$ cat src/rtl/puf_multi_sequencer_if.sv
// Control/response bundle between a host and the multi-channel RO-PUF sequencer.
// The slave side is the sequencer; the master side issues runs and supplies resp_bit.
interface puf_multi_sequencer_if #(
    parameter int NUM_CHANNELS     = 2,
    parameter int NUM_LOOPS        = 4,
    parameter int CHALLENGE_BITS   = 4,
    parameter int REPETITIONS_BITS = 16,
    parameter int EVAL_TIME_BITS   = 16
);
    localparam int SEL_W = (NUM_LOOPS > 1) ? $clog2(NUM_LOOPS) : 1;

    logic                        start;
    logic                        abort;
    logic [CHALLENGE_BITS-1:0]   challenge;
    logic [REPETITIONS_BITS-1:0] repetitions;
    logic [EVAL_TIME_BITS-1:0]   eval_time;
    logic [NUM_CHANNELS-1:0]     resp_bit;
    logic                        busy;
    logic                        done;
    logic                        reset_puf;
    logic [SEL_W-1:0]            select_puf;
    logic                        enable_puf;
    logic                        store_response_puf;
    logic [NUM_CHANNELS-1:0]     response;
    logic [NUM_CHANNELS-1:0]     tie;

    modport master (
        output start, abort, challenge, repetitions, eval_time, resp_bit,
        input  busy, done, reset_puf, select_puf, enable_puf, store_response_puf, response, tie
    );

    modport slave (
        input  start, abort, challenge, repetitions, eval_time, resp_bit,
        output busy, done, reset_puf, select_puf, enable_puf, store_response_puf, response, tie
    );
endinterface

$ cat src/rtl/puf_multi_sequencer.sv
// Lockstep sequencer for NUM_CHANNELS ring-oscillator PUF arrays: per repetition it runs
// reset/eval/store/sample, then majority-votes each channel's response over all repetitions.
module puf_multi_sequencer #(
    parameter int NUM_CHANNELS     = 2,
    parameter int NUM_LOOPS        = 4,
    parameter int CHALLENGE_BITS   = 4,
    parameter int REPETITIONS_BITS = 16,
    parameter int EVAL_TIME_BITS   = 16,
    parameter int SETTLE_TIME      = 2
) (
    input logic                  clk,
    input logic                  reset,
    puf_multi_sequencer_if.slave bus
);
    localparam int SEL_W = (NUM_LOOPS > 1) ? $clog2(NUM_LOOPS) : 1;
    localparam int SEL_USED = (SEL_W < CHALLENGE_BITS) ? SEL_W : CHALLENGE_BITS;
    localparam int RB = REPETITIONS_BITS;
    localparam int EB = EVAL_TIME_BITS;

    typedef enum logic [2:0] {
        S_IDLE, S_RESET_PUF, S_EVAL, S_STORE, S_SAMPLE, S_DONE
    } state_t;

    state_t                  state;
    logic [EB-1:0]           timer;
    logic [EB-1:0]           eval_last;
    logic [RB-1:0]           reps_q;
    logic [RB-1:0]           rep_cnt;
    logic [RB-1:0]           rep_nxt;
    logic [RB-1:0]           ones     [NUM_CHANNELS];
    logic [RB-1:0]           ones_nxt [NUM_CHANNELS];
    logic [NUM_CHANNELS-1:0] resp_nxt;
    logic [NUM_CHANNELS-1:0] tie_nxt;
    logic [SEL_W-1:0]        sel_q;
    logic                    busy_q;
    logic                    done_q;
    logic                    reset_puf_q;
    logic                    enable_q;
    logic                    store_q;
    logic [NUM_CHANNELS-1:0] response_q;
    logic [NUM_CHANNELS-1:0] tie_q;

    // Vote uses the counts including the sample being taken this cycle; 2*ones vs reps in RB+1 bits.
    always_comb begin
        rep_nxt  = rep_cnt + RB'(1);
        resp_nxt = '0;
        tie_nxt  = '0;
        for (int unsigned i = 0; i < NUM_CHANNELS; i++) begin
            ones_nxt[i] = ones[i] + RB'(bus.resp_bit[i]);
            resp_nxt[i] = {ones_nxt[i], 1'b0} >  {1'b0, reps_q};
            tie_nxt[i]  = {ones_nxt[i], 1'b0} == {1'b0, reps_q};
        end
    end

    always_ff @(posedge clk) begin
        if (!reset) begin
            state       <= S_IDLE;
            timer       <= '0;
            eval_last   <= '0;
            reps_q      <= '0;
            rep_cnt     <= '0;
            sel_q       <= '0;
            busy_q      <= 1'b0;
            done_q      <= 1'b0;
            reset_puf_q <= 1'b0;
            enable_q    <= 1'b0;
            store_q     <= 1'b0;
            response_q  <= '0;
            tie_q       <= '0;
            for (int unsigned i = 0; i < NUM_CHANNELS; i++) ones[i] <= '0;
        end else if (bus.abort && (state inside {S_RESET_PUF, S_EVAL, S_STORE, S_SAMPLE})) begin
            state       <= S_IDLE;
            busy_q      <= 1'b0;
            reset_puf_q <= 1'b0;
            enable_q    <= 1'b0;
            store_q     <= 1'b0;
        end else begin
            unique case (state)
                S_IDLE: begin
                    if (bus.start && !bus.abort) begin
                        state       <= S_RESET_PUF;
                        busy_q      <= 1'b1;
                        reset_puf_q <= 1'b1;
                        timer       <= '0;
                        rep_cnt     <= '0;
                        sel_q       <= SEL_W'(bus.challenge[SEL_USED-1:0]);
                        reps_q      <= (bus.repetitions == '0) ? RB'(1) : bus.repetitions;
                        eval_last   <= (bus.eval_time == '0) ? '0 : bus.eval_time - EB'(1);
                        for (int unsigned i = 0; i < NUM_CHANNELS; i++) ones[i] <= '0;
                    end
                end
                S_RESET_PUF: begin
                    if (timer == EB'(SETTLE_TIME - 1)) begin
                        state       <= S_EVAL;
                        timer       <= '0;
                        reset_puf_q <= 1'b0;
                        enable_q    <= 1'b1;
                    end else begin
                        timer <= timer + EB'(1);
                    end
                end
                S_EVAL: begin
                    if (timer == eval_last) begin
                        state    <= S_STORE;
                        enable_q <= 1'b0;
                        store_q  <= 1'b1;
                    end else begin
                        timer <= timer + EB'(1);
                    end
                end
                S_STORE: begin
                    state   <= S_SAMPLE;
                    store_q <= 1'b0;
                end
                S_SAMPLE: begin
                    for (int unsigned i = 0; i < NUM_CHANNELS; i++) ones[i] <= ones_nxt[i];
                    rep_cnt <= rep_nxt;
                    if (rep_nxt == reps_q) begin
                        state      <= S_DONE;
                        done_q     <= 1'b1;
                        response_q <= resp_nxt;
                        tie_q      <= tie_nxt;
                    end else begin
                        state       <= S_RESET_PUF;
                        reset_puf_q <= 1'b1;
                        timer       <= '0;
                    end
                end
                S_DONE: begin
                    state  <= S_IDLE;
                    busy_q <= 1'b0;
                    done_q <= 1'b0;
                end
                default: state <= S_IDLE;
            endcase
        end
    end

    assign bus.busy               = busy_q;
    assign bus.done               = done_q;
    assign bus.reset_puf          = reset_puf_q;
    assign bus.select_puf         = sel_q;
    assign bus.enable_puf         = enable_q;
    assign bus.store_response_puf = store_q;
    assign bus.response           = response_q;
    assign bus.tie                = tie_q;
endmodule
$ cat src/flat_wrapper.sv
// flat-port wrapper written by rule: the top's interface ports become plain ports
module puf_multi_sequencer_flat 
#(
    parameter int NUM_CHANNELS     = 2,
    parameter int NUM_LOOPS        = 4,
    parameter int CHALLENGE_BITS   = 4,
    parameter int REPETITIONS_BITS = 16,
    parameter int EVAL_TIME_BITS   = 16,
    parameter int SETTLE_TIME      = 2
)
  (clk, reset, bus_start, bus_abort, bus_challenge, bus_repetitions, bus_eval_time, bus_resp_bit, bus_busy, bus_done, bus_reset_puf, bus_select_puf, bus_enable_puf, bus_store_response_puf, bus_response, bus_tie);
  puf_multi_sequencer_if #(.NUM_CHANNELS(NUM_CHANNELS), .NUM_LOOPS(NUM_LOOPS), .CHALLENGE_BITS(CHALLENGE_BITS), .REPETITIONS_BITS(REPETITIONS_BITS), .EVAL_TIME_BITS(EVAL_TIME_BITS)) bus_i ();
  input logic clk;
  input logic reset;
  input wire logic [$bits(bus_i.start)-1:0] bus_start;
  input wire logic [$bits(bus_i.abort)-1:0] bus_abort;
  input wire logic [$bits(bus_i.challenge)-1:0] bus_challenge;
  input wire logic [$bits(bus_i.repetitions)-1:0] bus_repetitions;
  input wire logic [$bits(bus_i.eval_time)-1:0] bus_eval_time;
  input wire logic [$bits(bus_i.resp_bit)-1:0] bus_resp_bit;
  output wire logic [$bits(bus_i.busy)-1:0] bus_busy;
  output wire logic [$bits(bus_i.done)-1:0] bus_done;
  output wire logic [$bits(bus_i.reset_puf)-1:0] bus_reset_puf;
  output wire logic [$bits(bus_i.select_puf)-1:0] bus_select_puf;
  output wire logic [$bits(bus_i.enable_puf)-1:0] bus_enable_puf;
  output wire logic [$bits(bus_i.store_response_puf)-1:0] bus_store_response_puf;
  output wire logic [$bits(bus_i.response)-1:0] bus_response;
  output wire logic [$bits(bus_i.tie)-1:0] bus_tie;
  assign bus_i.start = bus_start;
  assign bus_i.abort = bus_abort;
  assign bus_i.challenge = bus_challenge;
  assign bus_i.repetitions = bus_repetitions;
  assign bus_i.eval_time = bus_eval_time;
  assign bus_i.resp_bit = bus_resp_bit;
  assign bus_busy = bus_i.busy;
  assign bus_done = bus_i.done;
  assign bus_reset_puf = bus_i.reset_puf;
  assign bus_select_puf = bus_i.select_puf;
  assign bus_enable_puf = bus_i.enable_puf;
  assign bus_store_response_puf = bus_i.store_response_puf;
  assign bus_response = bus_i.response;
  assign bus_tie = bus_i.tie;
  puf_multi_sequencer #(.NUM_CHANNELS(NUM_CHANNELS), .NUM_LOOPS(NUM_LOOPS), .CHALLENGE_BITS(CHALLENGE_BITS), .REPETITIONS_BITS(REPETITIONS_BITS), .EVAL_TIME_BITS(EVAL_TIME_BITS), .SETTLE_TIME(SETTLE_TIME)) u_core (.clk(clk), .reset(reset), .bus(bus_i));
endmodule
$ cat config.mk
export PLATFORM = sky130hd
export DESIGN_NAME = puf_multi_sequencer_flat
export DESIGN_NICKNAME = d
export VERILOG_FILES = /design/src/rtl/puf_multi_sequencer_if.sv /design/src/rtl/puf_multi_sequencer.sv /design/src/flat_wrapper.sv
export SDC_FILE = /design/constraint.sdc
export NUM_CORES = 1
export LEC_CHECK = 0
export CORE_MARGIN = 3
export CORE_UTILIZATION = 35
export DETAILED_ROUTE_END_ITERATION = 8
export GPL_TIMING_DRIVEN = 0
export PLACE_DENSITY = 0.63
export SYNTH_ARGS = -nofsm -noshare
export SYNTH_HDL_FRONTEND = slang
export SYNTH_SLANG_ARGS = --single-unit
$ cat constraint.sdc
create_clock -name clk -period 2.75 [get_ports clk]
set_input_delay 0.4125 -clock clk [delete_from_list [all_inputs] [get_ports clk]]
set_output_delay 0.4125 -clock clk [all_outputs]
set_load 0.02 [all_outputs]
==> flow_summary.json, run 1 <==
{
  "fin_crit_sh_pct": 103.9,
  "grt_pass1_wl_mm": 30.75,
  "fillers": 1833,
  "clock_skew_ps": 14.50,
  "start_util_pct": 36.32,
  "die_y_um": 146.7,
  "areaGrowthSynthToFinish_pct": 25.02,
  "rsz0062_at_grt": "true",
  "first_pass_iters": 5,
  "r2r-start": "u_core.ones[0][4]",
  "crit_path_start_kind": "register",
  "syn-cell-area_um2": 6930,
  "num_rows": 50,
  "ant_nets": 0,
  "fin_util_pct": 45.41,
  "grt_usage_pct": 17.71,
  "critical_path.max_fanout": 4,
  "clk_pin_slew_ps": 80,
  "final-seq-area_um2": 2527,
  "num_antenna_cells": 0,
  "cts_tree": "built",
  "grt_antenna_before_repair": 0,
  "grt_max_degree": 20,
  "netlist_instances": 791,
  "synth_edf_count": 32,
  "synth_fp_nets": 871,
  "clock_latency_ps": 360,
  "r2r-end": "u_core.bus.response[0]",
  "core-area_um2": 19080,
  "min_period_ps": 2858,
  "cts_buffer_depth": 2,
  "layout_setup_ws_ps": -108.2,
  "dp_hpwl_mm": 14.12,
  "power_leakage_nw": 3.188,
  "hold_end": "u_core.bus.select_puf[0]",
  "synthTopCellsByArea": "dfxtp_1, edfxtp_1, ha_1",
  "crit_arrival_ps": 3110,
  "gp_congestion": 0.8961,
  "ys_seq_area_share_pct": 36.40,
  "setup_viol": 1,
  "synth_cell_types": 69,
  "worstSetupEndpointType": "register",
  "first_iter_violations": 509,
  "dieArea_um2": 21530,
  "worst_pin_slew_ps": 968.7,
  "vias": 6092,
  "layout_common_cells": "dfxtp_1, nand2_1, nor2_1",
  "io_pins": 53,
  "ys.flop_type": "dfxtp_1",
  "async_reset_ff_share_pct": 0,
  "final_hold_viol_count": 0,
  "nets": 960,
  "ctsHoldBuffers": 0,
  "reg2reg_depth": 13,
  "yosysWarnings": 0,
  "maxCapViolations": 0,
  "layout-drive-gt1-share_pct": 15.59,
  "vias_per_cell": 5.321,
  "yosysTopAreaCellShare_pct": 22.53,
  "min_path_cells": 2,
  "drcViolationCount": 0,
  "grt_overflow": 0,
  "outcome": "finished, violations left",
  "ys_seq_elements": 110,
  "p_per_area_nw_per_um2": 436.3,
  "vdd_drop_max_uv": 346.9,
  "cts_max_level": 3,
  "path_class": "register to register",
  "drt_wl_total_mm": 19.38,
  "slew_headroom_pct": 35.18,
  "synth_area_leader_cell": "dfxtp_1",
  "timing.hold.ws_ps": 461.3,
  "cts_root_buffer": "clkbuf_16",
  "mostFrequentLayoutCell": "dfxtp_1",
  "avgSynthCellArea_um2": 8.762,
  "multi_input_area_um2": 4489,
  "worstPathRequired_ps": 3000,
  "min_from": "u_core.bus.select_puf[0]",
  "wl_per_cell_um": 16.92,
  "hold_path_class": "register to register",
  "grt_pass1_vias": 5776,
  "die-width_um": 146.7,
  "r2r_slack_ps": -110,
  "cts_sinks": 110,
  "drv_slew": 0,
  "portBuffers": 49,
  "cts_made_buffers": 9,
  "max_freq_mhz": 349.9,
  "violations": "setup timing"
}
[critical path, stage by stage, from the launching register on]
cell	delay (ps)
edfxtp_1	410
nand3_2	120
nor2_4	110
buf_4	120
and3_4	220
nand4_1	150
xnor2_2	210
ha_1	280
a21o_1	200
a2111oi_2	290
o211ai_1	150
a31oi_1	220
o211ai_1	120
o211a_1	140
[power breakdown]
part	internal (W)	leakage, nW	switching [W]	total [W]
combinational	0.000250	2.05	0.000295	0.000544
clock	0.000806	0.162	0.000657	0.00146
sequential	0.00172	0.975	0.0000550	0.00177
[sequential cells by signal (all words and copies together), names as in the netlist]
| register | cells |
|---|---|
| u_core.bus.busy | 1 |
| u_core.bus.done | 1 |
| u_core.bus.enable_puf | 1 |
| u_core.bus.reset_puf | 1 |
| u_core.bus.response | 2 |
| u_core.bus.select_puf | 2 |
| u_core.bus.store_response_puf | 1 |
| u_core.bus.tie | 2 |
| u_core.eval_last | 16 |
| u_core.ones | 32 |
| u_core.rep_cnt | 16 |
| u_core.reps_q | 16 |
| u_core.state | 3 |
| u_core.timer | 16 |
[worst max-delay path by stage]
stage / to / from / slack [ps]
2_1_floorplan: u_core.bus.response[0] / u_core.ones[0][2] / 30
3_3_place_gp: u_core.ones[0][15] / reset / -1100
3_5_place_dp: u_core.ones[0][14] / reset / -1040
4_1_cts: u_core.bus.response[0] / u_core.ones[0][4] / -110
5_1_grt: u_core.bus.response[0] / u_core.ones[0][4] / -300
6_report: u_core.bus.response[0] / u_core.ones[0][4] / -110
[cell type report]
class | count | area share (%)
plain buffers | 30 | 1.791
clock buffers | 11 | 3.047
clock inverters | 5 | 0.8520
inverters | 28 | 1.256
multi-input cells | 622 | 51.81
flip-flops and latches | 110 | 29.17
well taps | 260 | 3.755
repair buffers | 78 | 8.231
repair inverters | 1 | 0.08664
[kinds of logic after synthesis]
| family | Yosys count | synth area share (%) |
|---|---|---|
| multiplexers | 3 | 0.4333 |
| XOR/XNOR | 78 | 9.857 |
| flip-flops | 110 | 36.40 |
| adder cells (fa/ha/maj) | 38 | 6.861 |
| buffers and inverters | 59 | 3.719 |
| AO/OA/AOI/OAI | 163 | 15.76 |
| AND/OR/NAND/NOR | 340 | 26.97 |
[through the flow]
step | power [W] | worst slack [ps] | instances | setup TNS (ps) | cell area [µm²]
finish | 0.003780 | -108.2 | 1145 | -108.2 | 8665
global route | 0.003937 | -296.0 | 1145 | -441.8 | 8665
detailed placement | 0.002271 | -1041 | 1100 | -51070 | 7746
CTS | 0.003770 | -105.3 | 1137 | -105.3 | 8404
floorplan | 0.002084 | 32.99 | 791 | 0 | 6930
global placement | 0.002266 | -1098 | 1100 | -52530 | 7746
[synth_stat cells (3+ instances only)]
master and instances:
dfxtp_1 78, nand2_1 75, nor2_1 67, o21ai_0 47, xnor2_1 42, ha_1 38, xor2_1 36, a21oi_1 34
edfxtp_1 32, nand3_1 29, inv_1 28, nor2b_1 28, clkbuf_1 21, nor3_1 21, nor4_1 20, nand4_1 18
a22o_1 13, and2_1 13, and3_1 10, a21oi_2 9, nand2b_1 9, o211ai_1 8, or3_1 8, or4_1 8
a21o_1 7, and4_1 7, o21ai_2 6, buf_2 5, o31ai_1 5, o21ai_1 4, buf_4 3, mux2i_1 3
nand2_2 3, nor4_4 3, o21a_1 3, o41ai_1 3, or2_2 3
[routing by layer]
| metal | global-route usage (%) | wire length [µm] |
|---|---|---|
| met1 | 24.54 | 9224 |
| met2 | 28.51 | 9053 |
| met5 | 0 | 0 |
| met4 | 6.209 | 431 |
| met3 | 2.252 | 666 |
[timing repair]
| item | 4_1_cts | 5_1_grt |
|---|---|---|
| endpoints found under the setup margin | 70 | 39 |
| pin swaps | 24 | 23 |
| setup buffers | 20 | 9 |
| endpoints found under the hold margin | 0 | 0 |
| cloned | 1 | 0 |
| resized for setup | 36 | 38 |
Note: power is estimated with default switching activity, not from simulation.
==> inputs of run 2 (changes only) <==
CORE_UTILIZATION = 40   (was 35)
PLACE_DENSITY = 0.69   (was 0.63)
clock period = 2.53 ns   (was 2.75 ns; I/O delays follow)
==> flow_summary.json, run 2 (synthesis gave the netlist of run 1 again) <==
{
  "worstSetupEndpointType": "register",
  "areaGrowthSynthToFinish_pct": 26.68,
  "layout_setup_ws_ps": -362.5,
  "grt_overflow": 0,
  "power_leakage_nw": 3.288,
  "grt_pass1_vias": 5933,
  "largest_register_ffs": 32,
  "vias": 6306,
  "crit_slowest_cell": "edfxtp_1",
  "path_class": "register to register",
  "min_path_cells": 3,
  "grt_usage_pct": 20.54,
  "tns_ps": -745.4,
  "cts_max_level": 3,
  "reg2reg_depth": 13,
  "worstPathRequired_ps": 2790,
  "dp_hpwl_mm": 13.96,
  "layout-drive-gt1-share_pct": 18.39,
  "num_rows": 47,
  "die-width_um": 137.6,
  "nets": 972,
  "grt_antenna_before_repair": 0,
  "clock_latency_ps": 370,
  "switching_share_pct": 26.68,
  "final-seq-area_um2": 2537,
  "layout_common_cells": "nand2_1, dfxtp_1, nor2_1",
  "max_freq_mhz": 345.7,
  "critical_path.max_fanout": 3,
  "regMostFlops": "u_core.ones",
  "drv_slew": 0,
  "dieArea_um2": 18940,
  "gp_congestion": 0.9074,
  "multi_input_area_um2": 4551,
  "grt_pass1_wl_mm": 30.30,
  "portBuffers": 49,
  "start_util_pct": 41.35,
  "ctsHoldBuffers": 0,
  "worst_pin_slew_ps": 861.3,
  "grt_max_degree": 19,
  "final_hold_viol_count": 0,
  "wl_per_cell_um": 17.58,
  "cts_tree": "built",
  "pwr-share-comb_pct": 15.2,
  "setup_viol": 10,
  "p_switching_w": 0.001068,
  "p_per_area_nw_per_um2": 455.8,
  "min_period_ps": 2893,
  "drt_wl_total_mm": 19.64,
  "fillers": 1532,
  "violations": "setup timing",
  "maxCapViolations": 0,
  "vias_per_cell": 5.645,
  "ant_nets": 0,
  "first_iter_violations": 509,
  "num_antenna_cells": 0,
  "p_int_w": 0.002934,
  "cts_root_buffer": "clkbuf_16",
  "die_y_um": 137.6,
  "fin_crit_sh_pct": 114.3,
  "slew_headroom_pct": 42.58,
  "clkPwrFrac_pct": 36.7,
  "outcome": "finished, violations left",
  "drcViolationCount": 0,
  "clk_pin_slew_ps": 70,
  "cts_sinks": 110,
  "slowest_delay_ps": 400,
  "cts_buffer_depth": 2,
  "vdd_drop_max_uv": 331.4,
  "hold_path_class": "input port to register",
  "io_pins": 53,
  "cts_made_buffers": 9,
  "pwr-share-seq_pct": 48.1,
  "crit_arrival_ps": 3160,
  "mostFrequentLayoutCell": "nand2_1",
  "rsz0062_at_grt": "true",
  "clock_skew_ps": 9.627,
  "first_pass_iters": 7,
  "cp_cell_sequence": "nand3_2 -> nor2_4 -> nand4_1 -> nor2_1 -> xor2_1 -> ha_1 -> a21o_1 -> a21o_1 -> a2111oi_4 -> o211ai_1 -> a31oi_1 -> o211ai_1 -> o211a_1",
  "core-area_um2": 16760,
  "crit_path_start_kind": "register",
  "post-place-ws_ps": -1135
}
[run 2: cell types whose count changed in the layout (fill, tap and decap cells not counted), sizes merged]
cell,change
inv,-1
clkbuf,+3
clkinv,+1
buf,+10
bufinv,-1
dlymetal6s2s,+2
nand3,+1
clkdlybuf4s50,-3
clkinvlp,-1
dlygate4sd2,+1
[run 2: repair_timing]
item / 4_1_cts / 5_1_grt
pin swaps: 30 / 34
cloned: 1 / 2
setup endpoints to repair: 73 / 80
resized for setup: 54 / 46
setup buffers: 26 / 15
[run 2: routing by layer]
metal / wire, µm / part of all wire (%) / up-vias / track usage, %
met5: 0 / 0 / - / 0
met2: 9538 / 49 / 181 / 34.52
li1: - / - / 3056 / -
met4: 417 / 2.1 / 0 / 5.987
met1: 8697 / 44 / 3035 / 26.62
met3: 987 / 5.0 / 34 / 4.200
[run 2: worst paths after layout]
| kind | end | from | slack, ps |
|---|---|---|---|
| max | u_core.bus.response[0] | u_core.ones[0][4] | -360 |
| min | u_core.eval_last[9] | bus_eval_time[9] | 390 |
| max reg2reg | u_core.bus.response[0] | u_core.ones[0][4] | -360 |
| min reg2reg | u_core.eval_last[1] | u_core.eval_last[1] | 470 |
[run 2: worst max-delay path, delay by kind of cell, from the launching register on]
| family | cells | cell delay (ps) |
|---|---|---|
| compound gates | 7 | 1300 |
| xor+xnor | 1 | 240 |
| fa+ha+maj | 1 | 280 |
| flops | 1 | 400 |
| simple gates | 4 | 570 |
[run 2: cell type report]
type                            count  share of cell area [%]
Clock buffer                       13                   3.206
Tap cell                          220                   3.135
Clock inverter                      3                  0.2850
Timing Repair inverter              1                 0.08551
Inverter                           28                   1.240
Timing Repair Buffer               91                   9.406
Buffer                             28                   1.910
Sequential cell                   110                   28.90
Multi-Input combinational cell    623                   51.83
[run 2: metrics by stage]
step	util (%)	cells	total power [W]	cell area (µm²)	hold slack, ps
6_report	52.39	1117	0.004002	8780	388.0
5_1_grt	52.39	1117	0.004156	8780	409.5
4_1_cts	50.55	1103	0.003983	8472	471.6
3_5_place_dp	46.09	1060	0.002470	7725	453.7
3_3_place_gp	46.09	1060	0.002464	7725	450.0
2_1_floorplan	-	791	0.002271	6959	441.0
[run 2: power by group through the flow]
| stage | logic [W] | registers (W) | clock network, W |
|---|---|---|---|
| global placement | 0.000501 | 0.00196 | 0 |
| CTS | 0.000569 | 0.00192 | 0.00149 |
| finish | 0.000610 | 0.00192 | 0.00147 |
| floorplan | 0.000318 | 0.00195 | 0 |
| detailed placement | 0.000506 | 0.00196 | 0 |
| global route | 0.000662 | 0.00193 | 0.00156 |
==> inputs of run 3 (changes only) <==
CAP_MARGIN = 20   (was default)
PLACE_DENSITY = 0.67   (was 0.69)
RECOVER_POWER = 50   (was default)
clock period = 3.45 ns   (was 2.53 ns; I/O delays follow)
==> flow_summary.json, run 3 (synthesis gave the netlist of run 1 again) <==
{
  "final_hold_viol_count": 0,
  "die_y_um": 137.6,
  "worst_pin_slew_ps": 913.6,
  "post-place-ws_ps": -440.1,
  "dp_hpwl_mm": 13.81,
  "min_period_ps": 3234,
  "gp_congestion": 0.8988,
  "worstSetupEndpointType": "register",
  "r2r_slack_ps": 270,
  "fin_crit_sh_pct": 93.73,
  "largest_register_ffs": 32,
  "maxCapViolations": 0,
  "io_pins": 53,
  "regMostFlops": "u_core.ones",
  "cts_tree": "built",
  "dieArea_um2": 18940,
  "wl_per_cell_um": 16.88,
  "setup_viol": 0,
  "layout_setup_ws_ps": 216.3,
  "ctsHoldBuffers": 0,
  "num_rows": 47,
  "areaGrowthSynthToFinish_pct": 16.63,
  "grt_pass1_vias": 5744,
  "mostFrequentLayoutCell": "dfxtp_1",
  "drt_wl_total_mm": 18.22,
  "drcViolationCount": 0,
  "grt_overflow": 0,
  "p_per_area_nw_per_um2": 361.3,
  "first_pass_iters": 5,
  "grt_max_degree": 22,
  "grt_antenna_before_repair": 1,
  "first_iter_violations": 397,
  "cts_sinks": 110,
  "multi_input_area_um2": 4174,
  "max_freq_mhz": 309.2,
  "ant_nets": 0,
  "cts_max_level": 3,
  "cts_made_buffers": 9,
  "rsz0062_at_grt": "false",
  "clock_latency_ps": 370,
  "cts_buffer_depth": 2,
  "path_class": "input port to register",
  "drv_slew": 0,
  "vias": 5994,
  "power_leakage_nw": 3.016,
  "tns_ps": 0,
  "portBuffers": 49,
  "cts_root_buffer": "clkbuf_16",
  "crit_arrival_ps": 3530,
  "final-seq-area_um2": 2522,
  "vias_per_cell": 5.555,
  "num_antenna_cells": 0,
  "start_util_pct": 41.35,
  "die-width_um": 137.6,
  "crit_path_start_kind": "input port",
  "grt_pass1_wl_mm": 29.82,
  "worstPathRequired_ps": 3750,
  "fin_util_pct": 48.23,
  "layout-drive-gt1-share_pct": 8.149,
  "hold_path_class": "register to register",
  "grt_usage_pct": 20.11,
  "nets": 934,
  "clk_pin_slew_ps": 70,
  "clock_skew_ps": 6.015,
  "core-area_um2": 16760,
  "fillers": 1620,
  "vdd_drop_max_uv": 258.8,
  "critical_path.max_fanout": 5,
  "slew_headroom_pct": 38.87,
  "layout_common_cells": "dfxtp_1, nand2_1, nor2_1",
  "outcome": "complete, no violations"
}
run 3: per-layer routing:
| layer | vias up | wire [µm] | GRT usage, % |
|---|---|---|---|
| met5 | - | 9 | 0 |
| met4 | 2 | 384 | 6.264 |
| met3 | 29 | 1139 | 5.040 |
| met2 | 173 | 8458 | 31.91 |
| met1 | 2809 | 8224 | 26.90 |
| li1 | 2981 | - | - |
run 3: critical path: stages:
cell,delay [ps]
clkdlybuf4s50_1,470
ha_1,220
ha_2,250
and3_1,190
and3_1,170
xor2_1,260
ha_1,190
nand2_1,80
nor4_2,320
o31ai_1,110
and3_1,180
o211ai_1,330
mux2i_1,130
nor2_1,100
run 3: worst paths after layout:
path / start / end / cells after the start
worst max register to register: u_core.rep_cnt[0] / u_core.bus.response[0] / 8
worst max-delay path: bus_resp_bit[1] / u_core.bus.response[1] / 14
worst min register to register: u_core.bus.busy / u_core.bus.busy / 2
worst min-delay path: u_core.bus.busy / u_core.bus.busy / 2
run 3: power breakdown:
group / switching (W) / internal (W)
logic: 0.000211 / 0.000170
registers: 0.0000400 / 0.00137
clock network: 0.000500 / 0.000630
total: 0.000751 / 0.00217
run 3: layout make-up:
class,instances,area share [%]
buffer,31,1.889
multi-input combinational,622,51.64
clock inverter,4,0.6502
tap,220,3.406
sequential,110,31.21
clock buffer,12,3.313
inverter,28,1.300
timing repair buffer,52,6.594
run 3: metrics by stage:
stage	instances	hold WS (ps)	power, W	cell area [µm²]
2_1_floorplan	791	441.0	0.001661	6930
3_3_place_gp	1060	445.6	0.001803	7696
3_5_place_dp	1061	449.5	0.001812	7724
4_1_cts	1077	460.2	0.002938	8049
5_1_grt	1079	489.0	0.003042	8083
6_report	1079	452.5	0.002920	8083
run 3: what timing repair did:
action                                  CTS  global route
gates cloned                              0             0
resized for setup                         1             6
pin swaps                                 0             1
buffers inserted                          0             2
endpoints found under the setup margin   21             2
==> patch 1: new RTL, config.mk and constraints of run 1 <==
Make the reset (`reset`) asynchronous in one clocked block.
--- a/src/rtl/puf_multi_sequencer.sv
+++ b/src/rtl/puf_multi_sequencer.sv
@@ -53,5 +53,5 @@
     end
 
-    always_ff @(posedge clk) begin
+    always_ff @(posedge clk or negedge reset) begin
         if (!reset) begin
             state       <= S_IDLE;
Check against the original RTL: differs if reset is asserted again (counterexample within 4 cycles, from zero or initial values and one cycle with reset low); with reset held inactive, the same outputs for 10 cycles.
==> patch 1 against run 1 <==
Highest routed layer unchanged; routed wire length up 3.6%; design area up 4.5%; final cell count up 4.5%; sequential cell count unchanged; utilization down 1.1 points; worst setup slack worse by 0.087 ns; first-iteration DRC count down 22%; the flow finishes with violations (hold timing, setup timing); synthesized area up 6.2%; critical path type unchanged; critical path depth up 1; global-route usage up 0.33 points; critical endpoint is now u_core.bus.response[0]$_DFFE_PN0P_; fmax down 2.9%.
Power is not compared: it rests on default switching activity, and its combinational part moved more than twofold at a synthesized area within 25%.
==> patch 1: results <==
export IMPL_status="finished with violations"
export IMPL_violations="hold timing, setup timing"
export IMPL_syn_num_nets=918
export IMPL_drive_gt1_share_pct=14.4
export IMPL_clockBufferDepth=2
export IMPL_first_global_vias=6231
export IMPL_hold_violations=7
export IMPL_setup_worst_path_start="u_core.ones[16]$_DFFE_PN0P_"
export IMPL_layout_setup_ws_ns=-0.195
export IMPL_skew_ns=0.00840
export IMPL_yosys_top_cells_count="110 x dfrtp_1, 102 x o21ai_0, 98 x nand2_1"
export IMPL_r2r_cells=14
export IMPL_dr_wl_met3_um=695
export IMPL_avgSynthCellArea_um2=8.79
export IMPL_ys_flop_type="dfrtp_1"
export IMPL_async_reset_ff_share_pct=100
export IMPL_hp_class="in -> async"
export IMPL_via_per_inst=5.38
export IMPL_setup_viol=3
export IMPL_reg2reg_slack_ns=-0.19
export IMPL_worst_endpoint_required_ns=2.99
export IMPL_crit_path_end="u_core.bus.response[0]$_DFFE_PN0P_"
export IMPL_grt_use_met2_pct=29.6
export IMPL_finalSetupTns_ns=-0.470
export IMPL_placed_area_um2=8320
export IMPL_post_place_cells=1159
export IMPL_post_synth_num_cell_types=75
export IMPL_grtUsageTotal_pct=18.0
export IMPL_port_buffers=50
export IMPL_grt_pass1_wl_mm=32.6
export IMPL_wl_met1_mm=9.45
export IMPL_tightest_slew_ns=0.682
export IMPL_nNetsFinal=1001
export IMPL_synth_area_leaders="dfrtp_1 37%, o21ai_0 6.9%, ha_1 6.5%"
export IMPL_preCtsSetupSlack_ns=-1.06
export IMPL_vias=6437
export IMPL_holdWs_ns=-0.0103
export IMPL_gr_usage_met1_pct=24.8
export IMPL_globalplace_congestion=0.842
export IMPL_route_met2_wl_mm=9.53
export IMPL_grt_start_max_net_pins=59
export IMPL_synth_seq_area_share_pct=37.4
export IMPL_gr_usage_met3_pct=2.30
export IMPL_drt_iter0_markers=396
export IMPL_avgRoutedWirePerCell_um=16.8
-- patch 1: what timing repair did --
| action | CTS | global route |
|---|---|---|
| gates resized for setup | 37 | 31 |
| pin swaps | 14 | 25 |
| endpoints found under the setup margin | 62 | 29 |
| buffers inserted | 10 | 17 |
-- patch 1: final cells by class --
cell class | count | area [um^2]
buffer | 40 | 198
clock buffer | 11 | 253
clock inverter | 5 | 41.3
fill | 2007 | 11400
inverter | 23 | 86.3
multi-input combinational | 659 | 4640
sequential | 110 | 2760
tap | 270 | 338
timing repair buffer | 78 | 742
-- patch 1: cells by family (layout without fill, tap and decap cells) --
group,Yosys count,after routing,synth area share [%]
compound gates,214,214,19.4
buf+inv,69,157,4.03
xor+xnor,73,73,8.87
simple gates,328,328,23.0
fa+ha+maj,38,38,6.46
flops,110,110,37.4
mux,6,6,0.884
==> patch 2: new RTL, flow settings as in run 1 <==
Without the edit above. `REPETITIONS_BITS` is set to 16 in 3 places; all go to 12.
--- a/src/rtl/puf_multi_sequencer_if.sv
+++ b/src/rtl/puf_multi_sequencer_if.sv
@@ -5,5 +5,5 @@
     parameter int NUM_LOOPS        = 4,
     parameter int CHALLENGE_BITS   = 4,
-    parameter int REPETITIONS_BITS = 16,
+    parameter int REPETITIONS_BITS = 12,
     parameter int EVAL_TIME_BITS   = 16
 );
--- a/src/rtl/puf_multi_sequencer.sv
+++ b/src/rtl/puf_multi_sequencer.sv
@@ -5,5 +5,5 @@
     parameter int NUM_LOOPS        = 4,
     parameter int CHALLENGE_BITS   = 4,
-    parameter int REPETITIONS_BITS = 16,
+    parameter int REPETITIONS_BITS = 12,
     parameter int EVAL_TIME_BITS   = 16,
     parameter int SETTLE_TIME      = 2
--- a/src/flat_wrapper.sv
+++ b/src/flat_wrapper.sv
@@ -5,5 +5,5 @@
     parameter int NUM_LOOPS        = 4,
     parameter int CHALLENGE_BITS   = 4,
-    parameter int REPETITIONS_BITS = 16,
+    parameter int REPETITIONS_BITS = 12,
     parameter int EVAL_TIME_BITS   = 16,
     parameter int SETTLE_TIME      = 2
Interface: changed (resized bus_repetitions); port bits go from 53 to 49. The function was not compared with the original's and may differ.
==> patch 2 against run 1 <==
Total power shrank 12%; design area fell by 22%; highest routed layer unchanged; largest power group unchanged; worst setup slack better by 0.23 ns; largest cell class unchanged; sequential cell count down 16; routed wire length fell by 28%; final cell count down 19%; synthesized area fell by 19%; via count shrank 21%.
==> patch 2: results <==
export IMPL_grt_use_met2_pct=25.7
export IMPL_post_synth_num_cell_types=64
export IMPL_crit_path_end="u_core.bus.response[1]$_SDFFE_PN0P_"
export IMPL_avgSynthCellArea_um2=8.50
export IMPL_r2r_end="u_core.bus.tie[0]$_SDFFE_PN0P_"
export IMPL_cp_slowest_stage_delay_ns=0.50
export IMPL_synthXorXnorAreaFrac_pct=10.2
export IMPL_synth_adder_area_share_pct=6.93
export IMPL_synth_edf_count=24
export IMPL_min_from="u_core.bus.select_puf[1]$_SDFFE_PN0P_"
export IMPL_post_place_cells=915
export IMPL_drive_gt1_share_pct=7.36
export IMPL_avgRoutedWirePerCell_um=15.0
export IMPL_crit_slowest_cell="clkdlybuf4s50_1"
export IMPL_hpwl_mm=10.5
export IMPL_setup_worst_path_start="bus_resp_bit[1]"
export IMPL_tightest_slew_ns=0.633
export IMPL_fmax_ghz=0.381
export IMPL_worstHoldEndpoint="u_core.bus.select_puf[1]$_SDFFE_PN0P_"
export IMPL_synth_area_leaders="dfxtp_1 25%, edfxtp_1 13%, ha_1 6.9%"
export IMPL_power_static_leakage_nw=2.43
export IMPL_dr_wl_met3_um=607
export IMPL_first_global_vias=4470
export IMPL_r2r_cells=9
export IMPL_holdWs_ns=0.463
export IMPL_grt_start_max_net_pins=27
export IMPL_grtUsageTotal_pct=16.1
export IMPL_globalplace_congestion=0.860
export IMPL_synth_compound_area_share_pct=16.0
export IMPL_largest_registers="u_core.ones: 24 flops, u_core.eval_last: 16 flops, u_core.timer: 16 flops"
export IMPL_route_met2_wl_mm=6.38
export IMPL_status="complete, no violations"
export IMPL_port_buffers=45
export IMPL_preCtsSetupSlack_ns=-0.572
export IMPL_wl_met1_mm=6.65
export IMPL_syn_num_nets=728
export IMPL_grt_pass1_wl_mm=22.8
export IMPL_synth_seq_area_share_pct=37.9
export IMPL_yosys_top_cells_count="90 x nand2_1, 70 x dfxtp_1, 58 x o21ai_0"
export IMPL_worst_path_max_fanout=3
export IMPL_synth_mux_area_share_pct=0.715
export IMPL_vias=4823
export IMPL_gr_usage_met1_pct=21.7
export IMPL_gr_usage_met3_pct=2.70
export IMPL_r2r_start="u_core.rep_cnt[0]$_SDFFE_PN0P_"
export IMPL_dr_pass1_iters=4
export IMPL_drt_iter0_markers=340
export IMPL_routed_wl_mm=13.9
export IMPL_reg2reg_slack_ns=0.14
export IMPL_worstPathArrival_ns=2.87
[patch 2: cell count changes in the layout (fill, tap and decap cells not counted), sizes merged, moves of 7 or more]
cell    before  now
nand2       79   90
dfxtp       78   70
nor3        21   14
nor2b       28   16
or4         10    0
ha          38   31
a21oi       43   31
nor4        23   14
nor2        67   51
buf         39    7
a22o        13    5
edfxtp      32   24
xor2        36   23
[patch 2: through the flow]
step           util (%)  power [mW]
2_1_floorplan         -        1.78
3_3_place_gp       40.9        1.94
3_5_place_dp       40.9        1.94
4_1_cts            43.3        3.36
5_1_grt            43.8        3.48
6_report           43.8        3.34
[patch 2: repair_timing]
item	in CTS	in global routing
pin swaps	0	4
setup buffers	0	1
endpoints found under the hold margin	0	0
endpoints found under the setup margin	14	30
hold buffers	0	0
cloned	0	0
gates resized for setup	4	15
[patch 2: area by class of cell]
type | instances | area, um^2
inverters | 25 | 93.8
flip-flops and latches | 94 | 2120
plain buffers | 25 | 146
fillers | 1581 | 8670
well taps | 211 | 264
multi-input cells | 514 | 3320
clock buffers | 12 | 289
repair buffers | 46 | 458
clock inverters | 4 | 56.3
[patch 2: power by group]
| group | total, mW | switching [mW] | internal, mW |
|---|---|---|---|
| logic | 0.421 | 0.230 | 0.190 |
| registers | 1.51 | 0.0419 | 1.46 |
| clock network | 1.41 | 0.562 | 0.847 |
[patch 2: worst max-delay path, delay by kind of cell]
family | cells | cell delay, ns
AND/OR/NAND/NOR | 6 | 0.95
buffers and inverters | 1 | 0.50
multiplexers | 1 | 0.07
XOR/XNOR | 1 | 0.18
AO/OA/AOI/OAI | 1 | 0.11
adder cells (fa/ha/maj) | 3 | 0.65
